File: config.mk
export PLATFORM = sky130hd
export DESIGN_NAME = fetch_unit
export DESIGN_NICKNAME = d
export VERILOG_FILES = /design/src/rtl/fetch_unit_pkg.sv /design/src/rtl/fetch_unit.sv
export SDC_FILE = /design/constraint.sdc
export NUM_CORES = 1
export LEC_CHECK = 0
export CAP_MARGIN = 10
export CORE_ASPECT_RATIO = 0.8
export CORE_MARGIN = 1.5
export CORE_UTILIZATION = 59
export CTS_CLUSTER_SIZE = 20
export DETAILED_ROUTE_END_ITERATION = 7
export DONT_BUFFER_PORTS = 1
export GPL_TIMING_DRIVEN = 0
export PLACE_DENSITY = 0.79
export RECOVER_POWER = 25
export SETUP_SLACK_MARGIN = 0.02
export SYNTH_ARGS = -nofsm -noshare
export SYNTH_HDL_FRONTEND = slang
export SYNTH_SLANG_ARGS = --single-unit
File: constraint.sdc
create_clock -name clk -period 2 [get_ports clk]
set_input_delay 0.4 -clock clk [delete_from_list [all_inputs] [get_ports clk]]
set_output_delay 0.4 -clock clk [all_outputs]
set_load 0.02 [all_outputs]
File: src/rtl/fetch_unit_pkg.sv
// Shared definitions for the instruction-fetch stage.
//
// Contents:
//   fetch_state_e       fetch FSM encoding (FS_RUN / FS_HALT)
//   DEF_DATA_WIDTH      default instruction word width
//   DEF_ADDR_WIDTH      default word-address width
//   DEF_RESET_ADDR      default first word address after reset
//   DEF_END_ADDR        default last word address before halting
package fetch_unit_pkg;

  localparam int DEF_DATA_WIDTH = 32;
  localparam int DEF_ADDR_WIDTH = 10;
  localparam int DEF_RESET_ADDR = 0;
  localparam int DEF_END_ADDR   = 26;

  typedef enum logic [0:0] {
    FS_RUN  = 1'b0,
    FS_HALT = 1'b1
  } fetch_state_e;

endpackage : fetch_unit_pkg

File: src/rtl/fetch_unit.sv
// Instruction-fetch stage.
//
// Owns the program counter and drives the address of a synchronous-read
// instruction memory (one cycle of read latency). Each returned word is
// paired with the address it was read from and a valid bit for the IF/ID
// register. Supports stall (replay of the word in flight), redirect
// (branch/jump target, kills the wrong-path word) and halting once the
// programmed end address has been issued.
//
// Ports:
//   clk            in   clock, all state updates on posedge
//   rst            in   asynchronous, active-high reset
//   stall          in   downstream cannot accept; hold PC and current output
//   redirect       in   load redirect_addr as next fetch address; beats stall
//   redirect_addr  in   target word address
//   imem_addr      out  address to instruction memory (sampled on posedge)
//   imem_data      in   registered read data from instruction memory
//   if_instr       out  instruction to IF/ID (meaningful only when if_valid)
//   if_pc          out  word address of if_instr
//   if_valid       out  if_instr/if_pc hold a live instruction this cycle
//   halted         out  fetch stopped after END_ADDR
module fetch_unit
  import fetch_unit_pkg::*;
#(
  parameter int DATA_WIDTH = DEF_DATA_WIDTH,
  parameter int ADDR_WIDTH = DEF_ADDR_WIDTH,
  parameter int RESET_ADDR = DEF_RESET_ADDR,
  parameter int END_ADDR   = DEF_END_ADDR
) (
  input  logic                  clk,
  input  logic                  rst,
  input  logic                  stall,
  input  logic                  redirect,
  input  logic [ADDR_WIDTH-1:0] redirect_addr,
  output logic [ADDR_WIDTH-1:0] imem_addr,
  input  logic [DATA_WIDTH-1:0] imem_data,
  output logic [DATA_WIDTH-1:0] if_instr,
  output logic [ADDR_WIDTH-1:0] if_pc,
  output logic                  if_valid,
  output logic                  halted
);

  localparam logic [ADDR_WIDTH-1:0] RESET_PC = ADDR_WIDTH'(RESET_ADDR);
  localparam logic [ADDR_WIDTH-1:0] END_PC   = ADDR_WIDTH'(END_ADDR);
  localparam logic [ADDR_WIDTH-1:0] ADDR_ONE = ADDR_WIDTH'(1);

  // Sequential successor; wraps naturally at 2^ADDR_WIDTH.
  function automatic logic [ADDR_WIDTH-1:0] next_addr(input logic [ADDR_WIDTH-1:0] a);
    return a + ADDR_ONE;
  endfunction

  // pc: next address to issue. req_pc/req_valid: address currently in
  // flight in the memory, i.e. the word presented on imem_data this cycle.
  logic [ADDR_WIDTH-1:0] pc_q,        pc_d;
  logic [ADDR_WIDTH-1:0] req_pc_q,    req_pc_d;
  logic                  req_valid_q, req_valid_d;
  fetch_state_e          state_q,     state_d;

  always_ff @(posedge clk or posedge rst) begin
    if (rst) begin
      pc_q        <= RESET_PC;
      req_pc_q    <= '0;
      req_valid_q <= 1'b0;
      state_q     <= FS_RUN;
    end else begin
      pc_q        <= pc_d;
      req_pc_q    <= req_pc_d;
      req_valid_q <= req_valid_d;
      state_q     <= state_d;
    end
  end

  // Next-state logic. Only control inputs are consulted; imem_data never
  // feeds any decision, so there is no path from memory data to control.
  always_comb begin
    pc_d        = pc_q;
    req_pc_d    = req_pc_q;
    req_valid_d = req_valid_q;
    state_d     = state_q;

    if (redirect) begin
      // Target is issued this cycle, so the pipeline continues without a
      // bubble; the only lost slot is the killed wrong-path word.
      req_pc_d    = redirect_addr;
      req_valid_d = 1'b1;
      pc_d        = next_addr(redirect_addr);
      state_d     = (redirect_addr == END_PC) ? FS_HALT : FS_RUN;
    end else if (stall) begin
      // Hold everything; the memory re-reads req_pc so imem_data is stable.
      pc_d        = pc_q;
    end else begin
      unique case (state_q)
        FS_RUN: begin
          req_pc_d    = pc_q;
          req_valid_d = 1'b1;
          pc_d        = next_addr(pc_q);
          if (pc_q == END_PC) begin
            state_d = FS_HALT;
          end
        end
        FS_HALT: begin
          // The last issued word has now been accepted; nothing follows it.
          req_valid_d = 1'b0;
        end
        default: begin
          state_d = FS_RUN;
        end
      endcase
    end
  end

  // During a stall the in-flight address is replayed so the word on
  // imem_data next cycle is the same one being held downstream.
  always_comb begin
    if (redirect) begin
      imem_addr = redirect_addr;
    end else if (stall) begin
      imem_addr = req_pc_q;
    end else begin
      imem_addr = pc_q;
    end
  end

  assign if_instr = imem_data;
  assign if_pc    = req_pc_q;
  // A redirect means the word currently in flight is on the wrong path.
  assign if_valid = req_valid_q & ~redirect;
  assign halted   = (state_q == FS_HALT);

endmodule : fetch_unit
Yosys cells after proc, flatten, opt, wreduce, memory -nomap -nowiden. Index checks and enable logic that the tools add are counted.

Register bits after elaboration: 22. Input port bits: 46. Output and inout bits: 54. Logic and storage cells: 30.

$add $sub $neg: 2. Equal/unequal tests: 4. Mux-type cells: 16. Bitwise operators: 3. Reductions and logical operators: 1.

Operator list (count): $mux W10 (8); $add A10 B1 Y10 const B (2); $eq A10 B5 Y1 const B (2); $mux W1 (7); $ne A2 B1 Y1 const B (1); $ne A2 B2 Y1 const B (1); $not A1 Y1 (2); $pmux W1 S2 (1); $reduce_and A2 Y1 (1); $and A1 B1 Y1 (1).

Depth between registers and ports, before layout.
Depth after elaboration: 5. Depth in mapped cells: 10. Gate-level depth less buffers: 8.

Least setup slack after synthesis. OpenSTA, ideal clock, no wires.

Path kind: input to register. Start point: in redirect. End point: reg pc_q[8]. Arrival time: 1.957 ns. Data required time: 1.864 ns. Setup slack: -0.093 ns. Stages: 10. Buffers on the path: 3. Path through: buf_6 -> buf_2 -> clkbuf_1 -> o21ai_1 -> ha_1 -> inv_1 -> a211oi_1 -> nand4_1 -> xor2_1 -> mux2i_1.

Cells in the longest elaborated chain, start to end: 2.

RTL lines: start, declared (line fetch_unit.sv:33) `input logic redirect,`; $ne A2 B2 Y1 (no source line) or $ne A2 B1 Y1 (tied branches); $reduce_and A2 Y1 (no source line); end signal, assigned (line fetch_unit.sv:66) `pc_q <= pc_d;`; end, declared (line fetch_unit.sv:54) `logic [ADDR_WIDTH-1:0] pc_q, pc_d;`.

Parallel ways exist; a longest one is shown, timed or not. A chain may end at the register's enable or synchronous reset.

Final worst setup path. Ends and elaborated chain as after synthesis.

==> results.md <==
* Clock slew at reported path FFs at 0.08 ns
* Synthesized area at 1770 µm²
* Synth-to-Final Area Change at 7.83%
* Vias in the first global route at 1,438
* Final HPWL DP at 3470 µm
* Status: complete, no violations
* Tcrit/Tclk final at 94.7%
* Final hold vios at 0
* Crit Path Class: primary input to flip-flop
* Area taken by multi-input logic gates at 950 µm²
* Post-route ant nets at 0
* Synth Warn # at 0
* Antenna violations before repair at 0
* Unrepaired setup endpoints after global routing: true
* Max cap viols at 0
* GR Overflow Total at 0
* Most frequent cells in the layout: buf_4 (33), nor2b_1 (24), dfrtp_1 (22), nand2_1 (19), nor2_1 (17)
* Synth top area cells: dfrtp_1 (31%), buf_4 (14%), nor2b_1 (8.5%)
* Final setup skew at 0.00216 ns
* 1st-pass router iterations at 4
* Slew headroom at 42.4%
* Fill cells at 231
* Static leakage at 0.813 nW
* Min-delay worst type: primary input to asynchronous set/reset pin
* Min Tclk post-route at 1.89 ns
* Inserted Clock Buffers at 3
* Final Max Tran Viols at 0
* CTS tree: yes
* Latest clock arrival within the worst-skew pair at 0.27 ns
* Max stage delay cell, worst path: a211oi_4
* Die area at 3350 µm²
* Vias at 1,574
* DR vias/cell at 6.22
* NumNets Final at 264
* CP Max Fanout at 10
* Pin count of the biggest net entering global routing at 23
* Initial Util at 63.2%
* Worst-path cell chain: buf_6 > buf_2 > buf_4 > o21ai_2 > ha_2 > inv_1 > a211oi_4 > nand4_1 > xor2_1 > mux2i_1
* Die W at 64.3 µm
* Cell Count, Final, Fillers Out at 253
* Synth Net Count at 257
* F_max at 528 MHz
* Die height at 52.0 µm
* PD cells at 698 nW/µm²
* Mapped Cells at 210
* Top delay family on crit path: buffers and inverters
* Stages on worst setup path at 10
* CTS H-tree lvls at 1
* Cell Count Post-Placement at 248
* Area after DPL at 1830 µm²
* Top cell type's share of synthesized area at 31.0%
* Worst setup endpoint: pc_q[8]$_DFFE_PP0P_
* Post-synth top area cell: dfrtp_1
* Reg2Reg Depth at 8
* Buf+Inv Stages, Crit Path at 4
* Gpl congestion at 0.899
* Drt total wl at 4630 µm
* R2r setup slk at 0.14 ns
* Core Area at 2810 µm²
* Critical Path Start: redirect
* Port bufs at 0
* Crit end category: flip-flop
* DR iter-0 viols at 115
* Crit Reg-Reg Endpoint: pc_q[8]$_DFFE_PP0P_
* Final setup violation count at 0
* Post-route cell area at 1910 µm²
* Root buffer cell: clkbuf_8
* FF/Latch Area at 551 µm²
* DRC violations left at 0
* FF+latch count, synth at 22
* Clock Tree Buf Depth at 2
* IO Count at 100
* Final setup TNS at 0 ns
* Drt wl/cell at 18.3 µm
* Syn Area/Cell at 8.45 µm²
* Layout cells sized above 1 at 24.2%
* Sequential area share after synthesis at 31.0%
* Gr usage total at 27.5%
* Largest stage delay, worst path at 0.30 ns
* Sink Count at 22
* # rows at 17
* Most common cell after layout, fill and taps aside: buf_4
* CP Launch Type: primary input
* Global-route wire length before repair at 6980 µm
* Diode count at 0
* R2R Path Start: pc_q[0]$_DFFE_PP0P_
* Library cells used by synthesis at 33
* Req. time, crit path at 2.19 ns
* VDD IR max at 0.461 mV
* Tightest Pin Transition at 0.863 ns
* Hold WS at 0.197 ns
* Arr. time, crit path at 2.09 ns
## power by group
part | switching, mW | internal [mW] | leakage [nW]
Combinational | 0.247 | 0.176 | 0.537
Sequential | 0.127 | 0.504 | 0.255
Clock | 0.146 | 0.135 | 0.0216
## per-stage QoR
step	worst slack (ns)	utilization (%)	power (mW)
2_1_floorplan	0.0188	-	0.958
3_3_place_gp	-0.304	65.1	1.02
3_5_place_dp	-0.410	65.1	1.04
4_1_cts	0.0268	67.8	1.33
5_1_grt	0.0114	68.1	1.40
6_report	0.106	68.1	1.34
## final cells by class
class | count | share of cell area, %
plain buffers | 42 | 15.2
clock buffers | 3 | 2.16
inverters | 5 | 0.981
multi-input cells | 141 | 49.6
flip-flops and latches | 22 | 28.8
well taps | 38 | 2.49
repair buffers | 2 | 0.785
## cell families (layout without fill, tap and decap cells)
kind of cell    Yosys count  count (layout)  share of synthesized area (%)
buf+inv                  47              52                           17.2
simple gates             82              82                           24.3
mux                      13              13                           7.55
compound gates           29              29                           11.3
fa+ha+maj                 1               1                          0.705
xor+xnor                 16              16                           7.90
flops                    22              22                           31.0
## worst min-delay path by stage
stage                                  from                       to  slack (ns)  cells after the start
floorplan                               rst       halted$_DFFE_PP0N_        0.39                      1
global placement    req_valid_q$_DFFE_PP0N_  req_valid_q$_DFFE_PP0N_        0.46                      2
detailed placement  req_valid_q$_DFFE_PP0N_  req_valid_q$_DFFE_PP0N_        0.46                      2
CTS                                     rst     if_pc[0]$_DFFE_PP0P_        0.24                      1
global route                            rst      pc_q[9]$_DFFE_PP0P_        0.28                      1
finish                                  rst     if_pc[7]$_DFFE_PP0P_        0.20                      1
## cells in the mapped netlist, drive strengths merged
master and number:
dfrtp 22, xor2 11, nand4 3, nand2 19, a22oi 1, a21oi 3
ha 1, buf 35, nor2b 24, nand4b 1, nor2 19, nand3b 3
a41oi 1, o21ai 6, mux2 3, a222oi 1, nor4b 1, a211oi 16
clkbuf 7, inv 5, or2 1, mux2i 10, xnor2 5, or4 1
nor4 1, nor3 1, nand3 8, o31a 1
## registers in the layout (all words and copies together) (netlist names)
name and flops:
if_pc 10, pc_q 10, req_valid_q 1, halted 1
## metal layers
layer  track usage [%]  share of wire [%]  vias to the layer above
met3              7.79                 11                        6
met2              50.0                 50                      128
met1              33.3                 39                      748
li1                  -                  -                      692
met4              4.26               0.39                        0
met5                 0                  0                        -
## timing repair
| action | CTS | global route |
|---|---|---|
| cloned | 0 | 0 |
| hold buffers | 0 | 0 |
| resized for setup | 9 | 8 |
| pin swaps | 1 | 3 |
| endpoints found under the setup margin | 7 | 7 |
| setup buffers | 1 | 1 |
Note: power is estimated with default switching activity, not from simulation.
